File: config.mk
export PLATFORM = sky130hd
export DESIGN_NAME = cpu_control_unit
export DESIGN_NICKNAME = d
export VERILOG_FILES = /design/src/rtl/cpu_pkg.sv /design/src/rtl/cpu_divider.sv /design/src/rtl/cpu_control_unit.sv
export SDC_FILE = /design/constraint.sdc
export NUM_CORES = 1
export LEC_CHECK = 0
export ABC_AREA = 1
export BUFFER_PORTS_ARGS = -buffer_cell sky130_fd_sc_hd__buf_2
export CORE_MARGIN = 2
export CORE_UTILIZATION = 55
export DETAILED_ROUTE_END_ITERATION = 10
export PLACE_DENSITY = 0.86
export SETUP_SLACK_MARGIN = 0.3
export SYNTH_ARGS = -nofsm -noshare
export SYNTH_HDL_FRONTEND = slang
export SYNTH_HIERARCHICAL = 1
export SYNTH_SLANG_ARGS = --single-unit
File: constraint.sdc
create_clock -name CLK -period 5.78 [get_ports CLK]
set_clock_uncertainty 0.2 [all_clocks]
set_input_delay 0.578 -clock CLK [delete_from_list [all_inputs] [get_ports CLK]]
set_output_delay 0.578 -clock CLK [all_outputs]
set_load 0.01 [all_outputs]
File: src/rtl/cpu_pkg.sv
// cpu_pkg: shared FSM state encoding, opcode constants and the instruction legality check
// used by the CPU control unit.
package cpu_pkg;

    typedef enum logic [2:0] {
        ST_FETCH,
        ST_FETCH_WAIT,
        ST_DECODE,
        ST_READ_WAIT,
        ST_EXEC,
        ST_DIV_WAIT,
        ST_WRITE,
        ST_HALT
    } state_t;

    localparam logic [3:0] OP_LOAD  = 4'b0000;
    localparam logic [3:0] OP_ADD   = 4'b0001;
    localparam logic [3:0] OP_SUB   = 4'b0010;
    localparam logic [3:0] OP_MUL   = 4'b0011;
    localparam logic [3:0] OP_DIV   = 4'b0100;
    localparam logic [3:0] OP_STORE = 4'b1111;

    localparam logic [3:0]  INSN_PREFIX = 4'b0001;
    localparam logic [15:0] INSN_HALT   = 16'h0000;

    // The halt word is not "legal" here; the decoder tells it apart so it does not raise ERR.
    function automatic logic insn_legal(input logic [15:0] insn, input logic div_en);
        logic ok;
        ok = 1'b0;
        if (insn[15:12] == INSN_PREFIX) begin
            case (insn[11:8])
                OP_LOAD, OP_ADD, OP_SUB, OP_MUL, OP_STORE: ok = 1'b1;
                OP_DIV:                                    ok = div_en;
                default:                                   ok = 1'b0;
            endcase
        end
        return ok;
    endfunction

endpackage

File: src/rtl/cpu_divider.sv
// cpu_divider: 16-step restoring unsigned divider with a start/done handshake.
// done pulses for one cycle; a zero divisor returns all-ones and raises div_by_zero.
module cpu_divider #(
    parameter int W = 16
) (
    input  logic         clk,
    input  logic         rst,
    input  logic         start,
    input  logic [W-1:0] dividend,
    input  logic [W-1:0] divisor,
    output logic         done,
    output logic [W-1:0] quotient,
    output logic         div_by_zero
);
    localparam int CW = $clog2(W + 1);

    logic          busy;
    logic [CW-1:0] count;
    logic [W-1:0]  rem;
    logic [W-1:0]  quo;
    logic [W-1:0]  dvs;
    logic          dz;
    logic [W:0]    shifted;
    logic [W:0]    diff;

    // One restoring step: shift the next dividend bit in, subtract if it does not borrow.
    always_comb begin
        shifted = {rem, quo[W-1]};
        diff    = shifted - {1'b0, dvs};
    end

    always_ff @(posedge clk) begin
        if (rst) begin
            busy  <= 1'b0;
            count <= '0;
            done  <= 1'b0;
        end else begin
            done <= 1'b0;
            if (start) begin
                busy  <= 1'b1;
                count <= CW'(W);
            end else if (busy) begin
                count <= count - 1'b1;
                if (count == CW'(1)) begin
                    busy <= 1'b0;
                    done <= 1'b1;
                end
            end
        end
    end

    // NOTE: datapath registers carry no reset; they are loaded by start before any result is used.
    always_ff @(posedge clk) begin
        if (start) begin
            rem <= '0;
            quo <= dividend;
            dvs <= divisor;
            dz  <= (divisor == '0);
        end else if (busy) begin
            rem <= diff[W] ? shifted[W-1:0] : diff[W-1:0];
            quo <= {quo[W-2:0], ~diff[W]};
        end
    end

    assign quotient    = dz ? '1 : quo;
    assign div_by_zero = dz;

endmodule

File: src/rtl/cpu_control_unit.sv
// cpu_control_unit: fetch/decode/execute sequencer driving the 256x16 CPU memory.
// Define CPU_DIV_EN to execute DIV on cpu_divider; without it DIV decodes as illegal.
module cpu_control_unit
    import cpu_pkg::*;
#(
    parameter int PC_START = 100,
    parameter int DATA_W   = 16,
    parameter int ADDR_W   = 8
) (
    input  logic              CLK,
    input  logic              RST,
    output logic [DATA_W-1:0] MAR,
    input  logic [DATA_W-1:0] OUT_MEMORY,
    output logic [ADDR_W-1:0] ADDRESS,
    input  logic [DATA_W-1:0] OUT_ADDRESS_MEMORY,
    output logic [DATA_W-1:0] IN_ADDRESS_MEMORY,
    output logic              WE,
    output logic [ADDR_W-1:0] PC,
    output logic [DATA_W-1:0] AR,
    output logic              BUSY,
    output logic              HALTED,
    output logic              ERR
);
    state_t            state;
    state_t            state_next;
    logic [DATA_W-1:0] ir;
    logic [DATA_W-1:0] opnd;
    logic [3:0]        op;
    logic              legal;
    logic              is_halt;
    logic              div_start;
    logic              div_done;
    logic              div_by_zero;
    logic [DATA_W-1:0] quotient;

`ifdef CPU_DIV_EN
    localparam logic DIV_EN = 1'b1;

    cpu_divider #(
        .W (DATA_W)
    ) u_divider (
        .clk         (CLK),
        .rst         (RST),
        .start       (div_start),
        .dividend    (AR),
        .divisor     (opnd),
        .done        (div_done),
        .quotient    (quotient),
        .div_by_zero (div_by_zero)
    );
`else
    localparam logic DIV_EN = 1'b0;

    logic div_start_unused;
    assign div_start_unused = div_start;
    assign div_done         = 1'b0;
    assign div_by_zero      = 1'b0;
    assign quotient         = '0;
`endif

    assign op      = ir[11:8];
    assign legal   = insn_legal(ir, DIV_EN);
    assign is_halt = (ir == INSN_HALT);

    // NOTE: sequential state uses non-blocking assignments so every register samples pre-edge values.
    always_ff @(posedge CLK) begin
        if (RST) state <= ST_FETCH;
        else     state <= state_next;
    end

    // NOTE: every output of this block gets a default first, so no path can infer a latch.
    always_comb begin
        state_next = state;
        div_start  = 1'b0;
        case (state)
            ST_FETCH:      state_next = ST_FETCH_WAIT;
            ST_FETCH_WAIT: state_next = ST_DECODE;
            ST_DECODE: begin
                if (!legal)                state_next = ST_HALT;
                else if (op == OP_STORE)   state_next = ST_WRITE;
                else                       state_next = ST_READ_WAIT;
            end
            ST_READ_WAIT:  state_next = ST_EXEC;
            ST_EXEC: begin
                if (op == OP_DIV && DIV_EN) begin
                    div_start  = 1'b1;
                    state_next = ST_DIV_WAIT;
                end else begin
                    state_next = ST_FETCH;
                end
            end
            ST_DIV_WAIT: begin
                if (div_done) state_next = ST_FETCH;
            end
            ST_WRITE:      state_next = ST_FETCH;
            ST_HALT:       state_next = ST_HALT;
            default:       state_next = ST_FETCH;
        endcase
    end

    // Architectural registers; RST during any state discards the instruction in flight.
    always_ff @(posedge CLK) begin
        if (RST) begin
            PC                <= ADDR_W'(PC_START);
            MAR               <= DATA_W'(PC_START);
            ADDRESS           <= '0;
            IN_ADDRESS_MEMORY <= '0;
            AR                <= '0;
            ERR               <= 1'b0;
        end else begin
            case (state)
                ST_FETCH:      MAR <= {{(DATA_W-ADDR_W){1'b0}}, PC};
                ST_FETCH_WAIT: PC  <= PC + 1'b1;
                ST_DECODE: begin
                    if (!legal) begin
                        if (!is_halt) ERR <= 1'b1;
                    end else begin
                        ADDRESS <= ir[ADDR_W-1:0];
                        if (op == OP_STORE) IN_ADDRESS_MEMORY <= AR;
                    end
                end
                ST_EXEC: begin
                    case (op)
                        OP_LOAD: AR <= opnd;
                        OP_ADD:  AR <= AR + opnd;
                        OP_SUB:  AR <= AR - opnd;
                        OP_MUL:  AR <= AR * opnd;
                        default: AR <= AR;
                    endcase
                end
                ST_DIV_WAIT: begin
                    if (div_done) begin
                        AR <= quotient;
                        if (div_by_zero) ERR <= 1'b1;
                    end
                end
                default: ;
            endcase
        end
    end

    // ir and opnd are always written before they are consumed, so they stay out of reset.
    always_ff @(posedge CLK) begin
        if (state == ST_FETCH_WAIT) ir   <= OUT_MEMORY;
        if (state == ST_READ_WAIT)  opnd <= OUT_ADDRESS_MEMORY;
    end

    // The write strobe is masked by RST so an aborted store never reaches memory.
    assign WE     = (state == ST_WRITE) && !RST;
    assign BUSY   = (state != ST_HALT);
    assign HALTED = (state == ST_HALT);

endmodule

# Word level (Yosys, flattened, before mapping)
# Index checks and enable logic that the tools add are counted.
[totals] ff_bits=92 in_bits=34 output_inout_bits=68 word_cells=46
[op_classes] add_sub_neg=3 n_mul=1 n_eq_ne=13 n_mux=6 n_bitwise=2 reduce_logical=12
[ops] cell="one-hot mux 16 bit (4 select lines)" n=1
[ops] cell="one-hot mux 3 bit (6 select lines)" n=1
[ops] cell="adder 16 bit" n=1
[ops] cell="logical NOT 16 bit" n=1
[ops] cell="multiplier 16 x 16 -> 16 bit" n=1
[ops] cell="subtractor 16 bit" n=1
[ops] cell="equality test 3 bit, second input constant" n=4
[ops] cell="adder 8 x 1 -> 8 bit, second input constant" n=1
[ops] cell="equality test 4 x 1 -> 1 bit, second input constant" n=2
[ops] cell="equality test 4 x 2 -> 1 bit, second input constant" n=2
[ops] cell="equality test 3 x 2 -> 1 bit, second input constant" n=2
[ops] cell="two-way mux 3 bit" n=2
[ops] cell="AND reduction 3 bit" n=2
[ops] cell="OR reduction 5 bit" n=1
[ops] cell="equality test 4 bit, second input constant" n=1
[ops] cell="logical NOT 4 bit" n=1
[ops] cell="AND reduction 2 bit" n=2
[ops] cell="nonzero test 4 bit" n=1
[ops] cell="equality test 3 x 1 -> 1 bit, second input constant" n=1
[ops] cell="logical NOT 3 bit" n=1
[ops] cell="inequality test 3 bit, second input constant" n=1
[ops] cell="two-way mux 1 bit" n=2
[ops] cell="NOT 1 bit" n=2
[ops] cell="OR reduction 2 bit" n=1
[ops] cell="2 further kinds" n=2

# Logic depth before layout (Yosys ltp)
[logic_depth] depth_word=6 ltp_mapped=33 mapped_depth_nobuf=31

# Worst setup path after synthesis
# OpenSTA, ideal clock, no wires.
[synth_timing] path_kind="flip-flop to flip-flop" start="reg opnd[1]" end="reg AR[15]" setup_time_ns=0.109 arrival_time_ns=5.192 slack_ns=0.280 stages_incl_launch_ff=27 n_path_buf=2 synth_period_minus_slack_ns=5.500 cell_sequence="edfxtp_1 buf_2 buf_1 nand2_1 fa_1 fa_1 inv_1 fa_1 fa_1 fa_1 inv_1 fa_1 inv_1 ha_1 nand2_1 nor3_1 nand3_1 nand3_1 nand2_1 nand2_1 nand2_1 nand2_1 nand3_1 nand3_1 nand3_1 nand2_1 inv_1"
[synth_between] elab_chain_cells=2
[synth_rtl] item="start: declaration" line_no="cpu_control_unit.sv:27" source="logic [DATA_W-1:0] opnd;"
[synth_rtl] item="start signal: assignment" line_no="cpu_control_unit.sv:145" source="if (state == ST_READ_WAIT) opnd <= OUT_ADDRESS_MEMORY;"
[synth_rtl] item="multiplier 16 x 16 -> 16 bit, or another cell as far along" line_no="cpu_control_unit.sv:127" source="OP_MUL: AR <= AR * opnd;"
[synth_rtl] item="one-hot mux 16 bit (4 select lines) *" line_no="cpu_control_unit.sv:123" source="case (op)"
[synth_rtl] item="end signal: assignment" line_no="cpu_control_unit.sv:124" source="OP_LOAD: AR <= opnd;"
[synth_rtl] item="end signal: assignment" line_no="cpu_control_unit.sv:125" source="OP_ADD: AR <= AR + opnd;"
[synth_rtl] item="end signal: assignment" line_no="cpu_control_unit.sv:127"
[synth_rtl] item="end: declaration" line_no="cpu_control_unit.sv:19" source="output logic [DATA_W-1:0] AR,"
# Mark *: on every way between the ends. The rest lies on a longest branch, timed or not.
# A chain may end at the register's enable or synchronous reset.

# Worst setup path in the final report
[layout_timing] start="reg opnd[4]" end="reg AR[15]"
# Same word-level chain as after synthesis.

==> metrics.cfg <==
[place]
gp_congestion = 0.946
postPlaceCellArea_mm2 = 0.00988
place_ws_ns = 0.102
place_hpwl_um = 19500
port_buffers = 93

[critical_path]
critPathBufInv = 8
path_class = reg -> reg
cp.arrival_ns = 5.55
cp-end-kind = flop
path_max_fanout = 6
slowest_delay_ns = 0.53
required_ns = 5.83
timing.critical_path.slowest_stage_cell = fa_1
start_kind = flop
path_common_cell = inv_1
critical_path.top_delay_family = adder cells

[global_route]
grt_util_met3_pct = 4.61
antenna_found_initial = 1
gr-usage-met1_pct = 35.6
met2_usage_pct = 49.8
grt.busiest_layer = met2
grt_pass1_vias = 8298
grt_max_degree = 44
grt_overflow = 0
grt_use_total_pct = 28.6
grt_pass1_wl_um = 40000

[run]
cap_violations = 0

[sta]
tns_ns = 0
maxSlewViolCount = 0
hold_violations = 0
rsz0062_at_grt = yes
setup_slack_ns = 0.283
worst_slew_pin_slew_ns = 1.05
worst_hold_slack_ns = 0.200
post-route-min-period_ns = 5.50
fmax_mhz = 182
slew_headroom_pct = 29.5
setup_viol = 0
final.period_utilization_pct = 95.1

[detailed_routing]
vias = 8528
dr.first_iter.drc_count = 701
vias_per_cell = 5.41
drtAntennaViolNets = 0
wirelength_um = 25300
route.detailed.drc = 0
wl_per_cell_um = 16.1
drt_pass1_iterations = 6

[cells_and_area]
drive_gt1_share_pct = 18.9
nNetsFinal = 1538
fillers = 1359
diodes = 0
area_growth_pct = 17.0
final_area_mm2 = 0.0106

[logic_synthesis]
ys.flop_type = dfxtp_1
postSynthAreaPerCell_um2 = 7.32
ys_types = 41
syn_area_mm2 = 0.00905
ys_warn_count = 6
synth_top_cell_by_area = fa_1
synth-edff-count = 32
synth_area_leaders = fa_1 (18%), dfxtp_1 (13%), inv_1 (12%), nand2_1 (12%), edfxtp_1 (11%)
netlist_instances = 1237
synth_top_area_share_pct = 17.9
ys_seq_elements = 92
seq_area_frac_synth_pct = 23.9
ys_async_sr_fraction_pct = 0

[power_and_ir_drop]
power-per-cell-area_mw_per_mm2 = 263
power_leakage_nw = 5.88
ir_worst_vdd_mv = 0.263
finalPower_w = 0.00279

[clock_network]
ctsHoldBuffers = 0
cts_tree = yes
clk_pin_slew_worst_paths_ns = 0.07
cts_root_buffer = clkbuf_16
cts_htree_levels = 3
cts-buffers-inserted = 9
clock_sinks = 92
clk_latency_ns = 0.35
cts_buffer_depth = 2

[floorplanning]
die-area_mm2 = 0.0175
core-area_mm2 = 0.0160
chipHeight_um = 132
rows = 46
pin_count = 102
initial_core_util_pct = 56.6
die_x_um = 132

[run_status]
status = completed

[hold_path]
hold_class = in -> reg

[worst paths after layout]
check / startpoint / end / slack (ns) / cells after the start
worst min-delay path: OUT_MEMORY[11] / ir[11]$_DFFE_PP_ / 0.20 / 1
worst max-delay path: opnd[4]$_DFFE_PP_ / AR[15]$_SDFFE_PP0P_ / 0.28 / 27
worst min register to register: IN_ADDRESS_MEMORY[8]$_SDFFE_PP0P_ / IN_ADDRESS_MEMORY[8]$_SDFFE_PP0P_ / 0.24 / 2
worst max register to register: opnd[4]$_DFFE_PP_ / AR[15]$_SDFFE_PP0P_ / 0.28 / 27
[repair_timing]
action,CTS,global route
endpoints found under the setup margin,5,7
resized for setup,15,60
pin swaps,2,43
setup buffers,11,8
[cell usage in the layout (no fill, tap or decap), types with 7 or more instances in the layout]
cell type	count
a21oi_1	82
a31oi_1	9
buf_2	93
buf_4	60
clkbuf_16	9
conb_1	8
dfxtp_1	56
edfxtp_1	32
fa_1	76
ha_1	58
ha_4	7
inv_1	281
inv_2	22
nand2_1	276
nand3_1	54
nand3_2	7
nor2_1	46
nor3_1	7
o21ai_0	57
o21ai_1	14
xnor2_1	9
xor2_1	12
[stage by stage]
step                utilization, %  instances
floorplan                        -       1244
global placement              61.8       1542
detailed placement            61.8       1542
CTS                           64.4       1569
global route                  66.2       1577
finish                        66.2       1577
[layout make-up]
cell class,count,area (µm²),share of cell area (%)
well taps,216,270,2.55
repair buffers,159,983,9.28
multi-input cells,790,5740,54.1
flip-flops and latches,92,2170,20.5
inverters,304,1150,10.8
clock buffers,10,239,2.26
clock inverters,6,51.3,0.484
[kinds of logic after synthesis]
logic type | count (synthesis) | synth area share, %
simple gates | 425 | 19.8
fa+ha+maj | 148 | 27.2
other cells | 1 | 0.0414
flops | 92 | 23.9
compound gates | 188 | 11.3
xor+xnor | 21 | 2.03
buf+inv | 362 | 15.7
[synthesized netlist by cell type, drive strengths merged (2+ instances only)]
cell type / instances
ha: 67
clkbuf: 29
o21bai: 4
o31ai: 2
nand2: 284
nor2: 46
nand3b: 4
inv: 304
buf: 29
nor3: 15
nor4: 7
nor3b: 2
a221oi: 4
edfxtp: 32
xnor2: 9
a31oi: 9
o21a: 2
o211ai: 2
fa: 81
a21oi: 88
o21ai: 74
or2: 4
nand3: 61
dfxtp: 60
xor2: 12
[metal layers]
metal  vias to the layer above  wire length, µm
li1                       4014                -
met3                       108             2550
met4                         2             1080
met1                      3937             9470
met5                         -                8
met2                       467            12200
[power by group]
part	internal [W]	leakage, nW	switching (W)
Combinational	0.000473	4.96	0.000823
Sequential	0.000793	0.782	0.000119
Clock	0.000311	0.142	0.000271
Total	0.00158	5.88	0.00121
[sequential cells by signal, indices dropped and copies added, names as in the netlist]
name / count
AR: 16
MAR: 8
PC: 8
ir: 16
ADDRESS: 8
state: 3
opnd: 16
IN_ADDRESS_MEMORY: 16
ERR: 1
Note: power is estimated with default switching activity, not from simulation.
